[src/rtl/alu_pkg.sv]
// Shared constants for the ALU issue controller: ALUOp codes, RV64 opcodes,
// branch funct3 codes, FSM state encoding and the branch condition helper.
package alu_pkg;

    localparam int unsigned ALU_DATA_W = 64;
    localparam int unsigned ALU_OP_W   = 4;

    localparam logic [ALU_OP_W-1:0] ALU_AND = 4'b0000;
    localparam logic [ALU_OP_W-1:0] ALU_OR  = 4'b0001;
    localparam logic [ALU_OP_W-1:0] ALU_ADD = 4'b0010;
    localparam logic [ALU_OP_W-1:0] ALU_SUB = 4'b0110;
    localparam logic [ALU_OP_W-1:0] ALU_NOR = 4'b1100;
    localparam logic [ALU_OP_W-1:0] ALU_SLL = 4'b0111;

    localparam logic [6:0] OP_R      = 7'b0110011;
    localparam logic [6:0] OP_I      = 7'b0010011;
    localparam logic [6:0] OP_LOAD   = 7'b0000011;
    localparam logic [6:0] OP_STORE  = 7'b0100011;
    localparam logic [6:0] OP_BRANCH = 7'b1100011;

    localparam logic [2:0] BR_BEQ  = 3'b000;
    localparam logic [2:0] BR_BNE  = 3'b001;
    localparam logic [2:0] BR_BLT  = 3'b100;
    localparam logic [2:0] BR_BGE  = 3'b101;
    localparam logic [2:0] BR_BLTU = 3'b110;
    localparam logic [2:0] BR_BGEU = 3'b111;

    typedef enum logic [1:0] {
        ST_IDLE = 2'b00,
        ST_EXEC = 2'b01,
        ST_DONE = 2'b10
    } state_e;

    // Signed compares reuse the unsigned flags because both operands had their MSB flipped.
    function automatic logic br_taken(input logic [2:0] cond, input logic zero, input logic gt);
        logic t;
        case (cond)
            BR_BEQ:          t = zero;
            BR_BNE:          t = !zero;
            BR_BLT, BR_BLTU: t = !gt && !zero;
            BR_BGE, BR_BGEU: t = gt || zero;
            default:         t = 1'b0;
        endcase
        return t;
    endfunction

endpackage

[src/rtl/alu_issue_decode.sv]
// Combinational instruction decode: maps opcode/funct fields to ALUOp,
// operand selection, branch condition and the illegal flag.
module alu_issue_decode
    import alu_pkg::*;
(
    input  logic [6:0]          opcode,
    input  logic [2:0]          funct3,
    input  logic                funct7_5,
    input  logic [5:0]          imm_hi,
    output logic [ALU_OP_W-1:0] alu_op,
    output logic                b_sel_imm,
    output logic                flip_msb,
    output logic                is_branch,
    output logic [2:0]          br_cond,
    output logic                illegal
);

    always_comb begin
        alu_op    = ALU_ADD;
        b_sel_imm = 1'b0;
        flip_msb  = 1'b0;
        is_branch = 1'b0;
        br_cond   = funct3;
        illegal   = 1'b0;
        case (opcode)
            OP_R: begin
                case (funct3)
                    3'b000:  alu_op = funct7_5 ? ALU_SUB : ALU_ADD;
                    3'b111:  alu_op = ALU_AND;
                    3'b110:  alu_op = ALU_OR;
                    3'b001: begin
                        alu_op  = ALU_SLL;
                        illegal = funct7_5;
                    end
                    default: illegal = 1'b1;
                endcase
            end
            OP_I: begin
                b_sel_imm = 1'b1;
                case (funct3)
                    3'b000:  alu_op = ALU_ADD;
                    3'b111:  alu_op = ALU_AND;
                    3'b110:  alu_op = ALU_OR;
                    3'b001: begin
                        alu_op  = ALU_SLL;
                        illegal = (imm_hi != 6'd0);
                    end
                    default: illegal = 1'b1;
                endcase
            end
            OP_LOAD, OP_STORE: begin
                b_sel_imm = 1'b1;
            end
            OP_BRANCH: begin
                alu_op    = ALU_SUB;
                is_branch = 1'b1;
                case (funct3)
                    BR_BLT, BR_BGE:                    flip_msb = 1'b1;
                    BR_BEQ, BR_BNE, BR_BLTU, BR_BGEU:  flip_msb = 1'b0;
                    default:                           illegal  = 1'b1;
                endcase
            end
            default: illegal = 1'b1;
        endcase
    end

endmodule

[src/rtl/alu_issue_ctrl.sv]
// Issue controller: accepts one decoded instruction, drives the ALU from
// registers, samples its result and presents it on a valid/ready channel.
module alu_issue_ctrl
    import alu_pkg::*;
#(
    parameter int unsigned DATA_W = ALU_DATA_W,
    parameter int unsigned OP_W   = ALU_OP_W
) (
    input  logic              clk,
    input  logic              reset_n,
    input  logic              in_valid,
    output logic              in_ready,
    input  logic [6:0]        opcode,
    input  logic [2:0]        funct3,
    input  logic              funct7_5,
    input  logic [DATA_W-1:0] rs1_data,
    input  logic [DATA_W-1:0] rs2_data,
    input  logic [DATA_W-1:0] imm,
    output logic [DATA_W-1:0] alu_a,
    output logic [DATA_W-1:0] alu_b,
    output logic [OP_W-1:0]   alu_op,
    input  logic [DATA_W-1:0] alu_result,
    input  logic              alu_zero,
    input  logic              alu_gt,
    output logic              out_valid,
    input  logic              out_ready,
    output logic [DATA_W-1:0] out_result,
    output logic              out_branch,
    output logic              out_taken,
    output logic              out_illegal
);

    logic [ALU_OP_W-1:0] dec_op;
    logic                dec_bimm;
    logic                dec_flip;
    logic                dec_br;
    logic [2:0]          dec_cond;
    logic                dec_ill;

    alu_issue_decode u_decode (
        .opcode    (opcode),
        .funct3    (funct3),
        .funct7_5  (funct7_5),
        .imm_hi    (imm[11:6]),
        .alu_op    (dec_op),
        .b_sel_imm (dec_bimm),
        .flip_msb  (dec_flip),
        .is_branch (dec_br),
        .br_cond   (dec_cond),
        .illegal   (dec_ill)
    );

    state_e            state_q, state_d;
    logic [DATA_W-1:0] alu_a_q, alu_a_d;
    logic [DATA_W-1:0] alu_b_q, alu_b_d;
    logic [OP_W-1:0]   alu_op_q, alu_op_d;
    logic              br_q, br_d;
    logic [2:0]        cond_q, cond_d;
    logic              out_valid_q, out_valid_d;
    logic [DATA_W-1:0] out_result_q, out_result_d;
    logic              out_branch_q, out_branch_d;
    logic              out_taken_q, out_taken_d;
    logic              out_illegal_q, out_illegal_d;

    logic [DATA_W-1:0] msb_mask;

    assign msb_mask = {dec_flip, {(DATA_W-1){1'b0}}};
    assign in_ready = reset_n && (state_q == ST_IDLE);

    always_ff @(posedge clk or negedge reset_n) begin
        if (!reset_n) begin
            state_q       <= ST_IDLE;
            alu_a_q       <= '0;
            alu_b_q       <= '0;
            alu_op_q      <= '0;
            br_q          <= 1'b0;
            cond_q        <= 3'd0;
            out_valid_q   <= 1'b0;
            out_result_q  <= '0;
            out_branch_q  <= 1'b0;
            out_taken_q   <= 1'b0;
            out_illegal_q <= 1'b0;
        end else begin
            state_q       <= state_d;
            alu_a_q       <= alu_a_d;
            alu_b_q       <= alu_b_d;
            alu_op_q      <= alu_op_d;
            br_q          <= br_d;
            cond_q        <= cond_d;
            out_valid_q   <= out_valid_d;
            out_result_q  <= out_result_d;
            out_branch_q  <= out_branch_d;
            out_taken_q   <= out_taken_d;
            out_illegal_q <= out_illegal_d;
        end
    end

    // Next-state and register-load logic; illegal encodings skip EXEC and leave the ALU untouched.
    always_comb begin
        state_d       = state_q;
        alu_a_d       = alu_a_q;
        alu_b_d       = alu_b_q;
        alu_op_d      = alu_op_q;
        br_d          = br_q;
        cond_d        = cond_q;
        out_valid_d   = out_valid_q;
        out_result_d  = out_result_q;
        out_branch_d  = out_branch_q;
        out_taken_d   = out_taken_q;
        out_illegal_d = out_illegal_q;
        case (state_q)
            ST_IDLE: begin
                if (in_valid && in_ready) begin
                    if (dec_ill) begin
                        state_d       = ST_DONE;
                        out_valid_d   = 1'b1;
                        out_result_d  = '0;
                        out_branch_d  = 1'b0;
                        out_taken_d   = 1'b0;
                        out_illegal_d = 1'b1;
                    end else begin
                        state_d  = ST_EXEC;
                        alu_a_d  = rs1_data ^ msb_mask;
                        alu_b_d  = (dec_bimm ? imm : rs2_data) ^ msb_mask;
                        alu_op_d = OP_W'(dec_op);
                        br_d     = dec_br;
                        cond_d   = dec_cond;
                    end
                end
            end
            ST_EXEC: begin
                state_d       = ST_DONE;
                out_valid_d   = 1'b1;
                out_result_d  = alu_result;
                out_branch_d  = br_q;
                out_taken_d   = br_q && br_taken(cond_q, alu_zero, alu_gt);
                out_illegal_d = 1'b0;
            end
            ST_DONE: begin
                if (out_ready) begin
                    state_d     = ST_IDLE;
                    out_valid_d = 1'b0;
                end
            end
            default: state_d = ST_IDLE;
        endcase
    end

    assign alu_a       = alu_a_q;
    assign alu_b       = alu_b_q;
    assign alu_op      = alu_op_q;
    assign out_valid   = out_valid_q;
    assign out_result  = out_result_q;
    assign out_branch  = out_branch_q;
    assign out_taken   = out_taken_q;
    assign out_illegal = out_illegal_q;

endmodule

[config.mk]
export PLATFORM = sky130hd
export DESIGN_NAME = alu_issue_ctrl
export DESIGN_NICKNAME = d
export VERILOG_FILES = /design/src/rtl/alu_pkg.sv /design/src/rtl/alu_issue_decode.sv /design/src/rtl/alu_issue_ctrl.sv
export SDC_FILE = /design/constraint.sdc
export NUM_CORES = 1
export LEC_CHECK = 0
export BUFFER_PORTS_ARGS = -buffer_cell sky130_fd_sc_hd__buf_2
export CAP_MARGIN = 0
export CORE_AREA = 3 3 184 186
export DETAILED_ROUTE_END_ITERATION = 6
export DIE_AREA = 0 0 187 189
export PLACE_DENSITY = 0.54
export SLEW_MARGIN = 20
export SYNTH_ARGS = -nofsm -noshare
export SYNTH_HDL_FRONTEND = slang
export SYNTH_HIERARCHICAL = 1
export SYNTH_SLANG_ARGS = --single-unit
[constraint.sdc]
create_clock -name clk -period 1.6 [get_ports clk]
set_clock_uncertainty 0.05 [all_clocks]
set_input_delay 0.16 -clock clk [delete_from_list [all_inputs] [get_ports clk]]
set_output_delay 0.16 -clock clk [all_outputs]
set_load 0.01 [all_outputs]
# Yosys cells after proc, flatten, opt, wreduce, memory -nomap -nowiden

Index checks and enable logic that the tools add are counted.

Register bits: 206
Latch bits: 0
RAM bits: 0
Memory bits (read-only): 0
Input port bits: 273
Output and inout port bits: 201
Logic and storage cells: 89
Memories: 0

$add $sub $neg: 0
Multiply operators: 0
Div/mod/pow operators: 0
Order comparisons: 0
Eq/ne operators: 20
Shift-type cells: 0
Multiplexer cells: 31
Bitwise logic cells: 3
Reductions and logical operators: 24

Operators by type and width:

| cell               | count |
|---|---|
| $mux 64            | 3 |
| $pmux 64 s2        | 1 |
| $xor 64x64->64     | 2 |
| $eq 3x3->1 const B | 8 |
| $pmux 4 s4         | 1 |
| $eq 7x6->1 const B | 2 |
| $pmux 4 s3         | 1 |
| $mux 1             | 11 |
| $pmux 1 s2         | 5 |
| $pmux 3 s3         | 1 |
| $pmux 1 s4         | 2 |
| $reduce_or 2->1    | 4 |
| $eq 7x2->1 const B | 1 |
| $eq 7x5->1 const B | 1 |
| $eq 7x7->1 const B | 1 |
| $eq 3x1->1 const B | 2 |
| $logic_not 3->1    | 2 |
| $mux 2             | 3 |
| $pmux 2 s3         | 1 |
| $reduce_and 3->1   | 2 |
| $reduce_bool 6->1  | 1 |
| $reduce_or 3->1    | 2 |
| $reduce_or 6->1    | 1 |
| $logic_and 1x1->1  | 4 |
| other kinds (14)   | 16 |

# Longest topological paths before layout

Depth in word-level cells: 7
Depth in mapped cells: 10
Gate-level depth less buffers: 7

# Modules after synthesis

Netlist, hierarchy kept.

Modules (own cells, without submodules):

| module           | instances | cells an instance | area each (µm²) | sequential area each (µm²) |
|---|---|---|---|---|
| alu_issue_ctrl   | 1         | 533               | 9047.4          | 5154.9 |
| alu_issue_decode | 1         | 31                | 217.7           | 0.0 |

# Least setup slack after synthesis

Ideal clock, no wire load.

Path type: in2reg
Start point: input port imm[7]
End point: register alu_a_q[21], in the netlist alu_a[21]
Setup time: 0.125 ns
Arrival: 1.783 ns
Required time: 1.425 ns
Setup slack: -0.358 ns
Cell stages on the path: 8
Path buffers: 2
Path through: nor4_2 > a21oi_1 > a211oi_2 > o21ai_1 > nor4_4 > buf_12 > buf_12 > mux2_4

Cells in the longest elaborated chain, start to end: 5

RTL lines:

| what                              | line                   | source |
|---|---|---|
| start: declaration                | alu_issue_ctrl.sv:18   | `input logic [DATA_W-1:0] imm,` |
| $reduce_bool 6->1                 | alu_issue_decode.sv:46 | `illegal = (imm_hi != 6'd0);` |
| $pmux 1 s2                        | alu_issue_decode.sv:40 | `case (funct3)` |
| $pmux 1 s4                        | alu_issue_decode.sv:25 | `case (opcode)` |
| named net dec_ill                 | alu_issue_ctrl.sv:38   | `logic dec_ill;` |
| $not 1->1 (no source line)        | --                     |  |
| $reduce_and 3->1 (no source line) | --                     |  |
| end signal: assignment            | alu_issue_ctrl.sv:85   | `alu_a_q <= alu_a_d;` |
| end: declaration                  | alu_issue_ctrl.sv:54   | `logic [DATA_W-1:0] alu_a_q, alu_a_d;` |

The timed path passes the listed nets, and every way through them passes these cells.
A chain may end at the register's enable or synchronous reset.

# Worst setup path after layout

Start point: register state_q[1]
End point: register alu_a_q[50], in the netlist alu_a[50]

Cells in the longest elaborated chain, start to end: 4

RTL lines:

| what                                | line                                        | source |
|---|---|---|
| start: declaration                  | alu_issue_ctrl.sv:53                        | `state_e state_q, state_d;` |
| start signal: assignment            | alu_issue_ctrl.sv:84                        | `state_q <= state_d;` |
| $logic_not 2->1 *                   | alu_issue_ctrl.sv:68, alu_issue_ctrl.sv:111 |  |
| $logic_and 1x1->1                   | alu_issue_ctrl.sv:68                        | `assign in_ready = reset_n && (state_q == ST_IDLE);` |
| $logic_and 1x1->1                   | alu_issue_ctrl.sv:113                       | `if (in_valid && in_ready) begin` |
| $reduce_and 3->1 (no source line) * | --                                          |  |

Mark *: on every way between the ends. The rest lies on a longest branch, timed or not.

==> results.md <==
* Largest cells by area after synthesis: sky130_fd_sc_hd__dfrtp_1 56%, sky130_fd_sc_hd__mux2_4 21%, sky130_fd_sc_hd__mux2_2 8.5%
* Number of clock buffers inserted by TritonCTS at 24
* Leading cell type in the layout, fill and taps excluded: sky130_fd_sc_hd__buf_2
* Final antenna diode count at 0
* Number of port buffers at 473
* Crit path DAT at 2.06 ns
* Power per unit of standard cell area at 892.7 mW/mm^2
* Final worst path period need at 1.711 ns
* Dpl cell area at 0.01224 mm^2
* Post-synth EDFFs at 0
* Clock tree from TritonCTS: yes
* Actual transition at the worst max-transition pin at 0.9163 ns
* Vias after detailed routing at 7,808
* Average detailed-routed wire length per instance at 18.22 um
* Number of pins with negative max-slew slack in the final report at 0
* Routed Antenna Nets at 0
* Number of nets produced by synthesis at 837
* Portion of total power attributed to the clock network at 37.1%
* # H-tree levels at 1
* Number of unique standard cell types used by synthesis at 42
* Pin count of the biggest net entering global routing at 168
* Setup repair after global routing missed its margin: yes
* Maximum vdd ir drop at 0.0007060 V
* Dominant cell type by area after synthesis: sky130_fd_sc_hd__dfrtp_1
* First-pass GRT wire length at 48,210 um
* Worst hold-check slack at 0.04315 ns
* All-layer global routing usage at 16.88%
* Synthesized instance count at 564
* Total Wirelength at 32,640 um
* Total number of clock tree sinks at 206
* Peak clock frequency supported by timing at 584.5 MHz
* Maxcap violations at 0
* Cell at the root of the clock tree: sky130_fd_sc_hd__clkbuf_16
* Async S/R FF share, synth at 100.0%
* Worst-case clock buffer depth at 3
* Half-perimeter wire length of the detailed placement result at 19,910 um
* Net Switching at 3.673 mW
* Number of design-rule violations left by the first detailed-router iteration at 286
* Initial antenna violation count at 2
* Critical path endpoint category: register
* Aggregate global routing overflow at 0
* Type of the worst setup path: reg2reg
* Post-synthesis sequential area ratio at 55.64%
* Seq pwr share at 42.4%
* Area Overhead vs Synth at 72.07%
* Number of setup violations in the final report at 187
* Post-route cell area at 0.01594 mm^2
* Run status: complete, but fails checks
* Synthesis-stage register bit count at 206
* Max_slew headroom at 38.91%
* Worst min-delay path class: in2reg
* Final hold vios at 0
* Proportion of layout cells with a drive suffix above 1 at 57.75%
* Total I/O pin count at 474
* Horizontal die dimension at 187 um
* Routability cong. at 0.7596
* Least setup slack across all paths after layout at -0.1108 ns
* Fraction of post-synthesis cell area in the top cell type by area at 55.64%
* Leading cell types in the layout, fill and taps excluded: 470 x sky130_fd_sc_hd__buf_2, 256 x sky130_fd_sc_hd__dlygate4sd3_1, 206 x sky130_fd_sc_hd__dfrtp_1, 136 x sky130_fd_sc_hd__mux2_4, 65 x sky130_fd_sc_hd__a22o_1
* Detailed-route vias per instance at 4.360
* Post-synthesis instance area at 0.009265 mm^2
* Core region area at 0.03245 mm^2
* Share of power burned in combinational logic at 20.4%
* First drt pass iteration count at 4
* Drt drc at 0
* Number of nets at the end of the flow at 1,604
* Later-pin clock latency in the skew report at 0.51 ns
* Startpoint type of the worst setup path: register
* Worst slack, placed at -0.6237 ns
* Share of the core filled with cells at 49.12%
* Required time at the worst-slack endpoint at 1.95 ns
* Overall die height at 189 um
* Dominant synthesized flop cell: sky130_fd_sc_hd__dfrtp_1
* Synth Area per Inst at 16.43 um^2
* Core Rows at 66
* Number of global-route vias before repair at 8,482
* Violations in the final reports: negative setup slack
* Reg clk slew, reported paths at 0.06 ns
* Initial core utilization at 28.55%
* Int Power at 10.56 mW
* Count of warnings emitted by yosys at 6
* Final Cycle Share at 106.9%
* Worst Path Max Fanout at 5
* Die Area at 0.03534 mm^2
* Leakage dissipation at 8.199 nW
* Switching Fraction at 25.81%
synthesized netlist by cell type, types with 3 or more instances:
cell type	count
sky130_fd_sc_hd__o21ai_0	3
sky130_fd_sc_hd__dfrtp_1	206
sky130_fd_sc_hd__mux2_2	70
sky130_fd_sc_hd__nand2_1	5
sky130_fd_sc_hd__buf_6	4
sky130_fd_sc_hd__buf_2	17
sky130_fd_sc_hd__mux2_4	129
sky130_fd_sc_hd__clkbuf_1	3
sky130_fd_sc_hd__nand3b_1	3
sky130_fd_sc_hd__a22o_1	65
sky130_fd_sc_hd__a21oi_1	7
sky130_fd_sc_hd__buf_4	4
sky130_fd_sc_hd__buf_12	14
area by class of cell:
| type | instances | area (um^2) |
|---|---|---|
| fillers | 2776 | 16510 |
| repair buffers | 783 | 5725 |
| flip-flops and latches | 206 | 5155 |
| multi-input cells | 314 | 3729 |
| clock buffers | 33 | 694.4 |
| well taps | 442 | 553.0 |
| clock inverters | 11 | 78.83 |
| inverters | 2 | 7.507 |
worst max-delay path, stage by stage (launching register included):
cell                        delay [ns]
sky130_fd_sc_hd__dfrtp_1          0.41
sky130_fd_sc_hd__nor4_4           0.32
sky130_fd_sc_hd__buf_6            0.21
sky130_fd_sc_hd__buf_12           0.15
sky130_fd_sc_hd__clkbuf_16        0.15
sky130_fd_sc_hd__mux2_4           0.30
layer usage:
layer	vias up	global-route usage [%]	wire, um
met5	-	0	24
met4	4	6.630	1248
met3	84	3.888	1920
met2	340	29.50	16520
met1	3780	20.23	12920
li1	3600	-	-
path summary, 6_finish.rpt:
kind | startpoint | end | slack, ns | depth (start not counted)
worst max-delay path | state_q[1]$_DFFE_PN0P_ | alu_a[50]$_DFFE_PN0P_ | -0.11 | 5
worst min-delay path | imm[9] | alu_b[9]$_DFFE_PN0P_ | 0.04 | 3
worst max register to register | state_q[1]$_DFFE_PN0P_ | alu_a[50]$_DFFE_PN0P_ | -0.11 | 5
worst min register to register | out_result[25]$_DFFE_PN0P_ | out_result[25]$_DFFE_PN0P_ | 0.44 | 1
max in group asynchronous | reset_n | alu_b[13]$_DFFE_PN0P_ | 0.67 | 4
min in group asynchronous | reset_n | state_q[0]$_DFFE_PN0P_ | 0.08 | 4
power by group through the flow:
stage                     registers (mW)  clock network (mW)  logic, mW
after floorplan                     6.32                   0      0.919
after global placement              6.12                   0       2.32
after detailed placement            6.10                   0       2.36
after CTS                           6.03                5.52       2.85
after global routing                6.10                5.70       3.11
final                               6.04                5.29       2.91
state kept, by name, summed over array words and instances, names as in the netlist:
register	count
out_branch	1
alu_a	64
alu_op	4
out_valid	1
out_illegal	1
cond_q	3
alu_b	64
out_result	64
br_q	1
state_q	2
out_taken	1
through the flow:
stage | instances | power (mW) | TNS [ns]
CTS | 1776 | 14.41 | -10.27
floorplan | 564 | 7.237 | -40.88
detailed placement | 1476 | 8.456 | -116.46
global route | 1791 | 14.91 | -23.33
global placement | 1476 | 8.440 | -114.43
finish | 1791 | 14.23 | -8.745
timing repair:
action                                  4_1_cts  5_1_grt
hold buffers                                256        1
buffers inserted                              0        4
gates cloned                                  0       10
endpoints found under the setup margin      134      203
pin swaps                                     0        6
hold endpoints to repair                    400        1
gates resized for setup                       3       22
cells by family (layout without fill, tap and decap cells):
| family | count (synthesis) | after routing | synth area share (%) |
|---|---|---|---|
| compound gates | 81 | 81 | 7.198 |
| xor+xnor | 2 | 2 | 0.1891 |
| buf+inv | 44 | 829 | 4.956 |
| flops | 206 | 206 | 55.64 |
| mux | 200 | 200 | 29.52 |
| other cells | 1 | 1 | 0.04047 |
| simple gates | 30 | 30 | 2.458 |
Power figures use the tool's default switching activity.
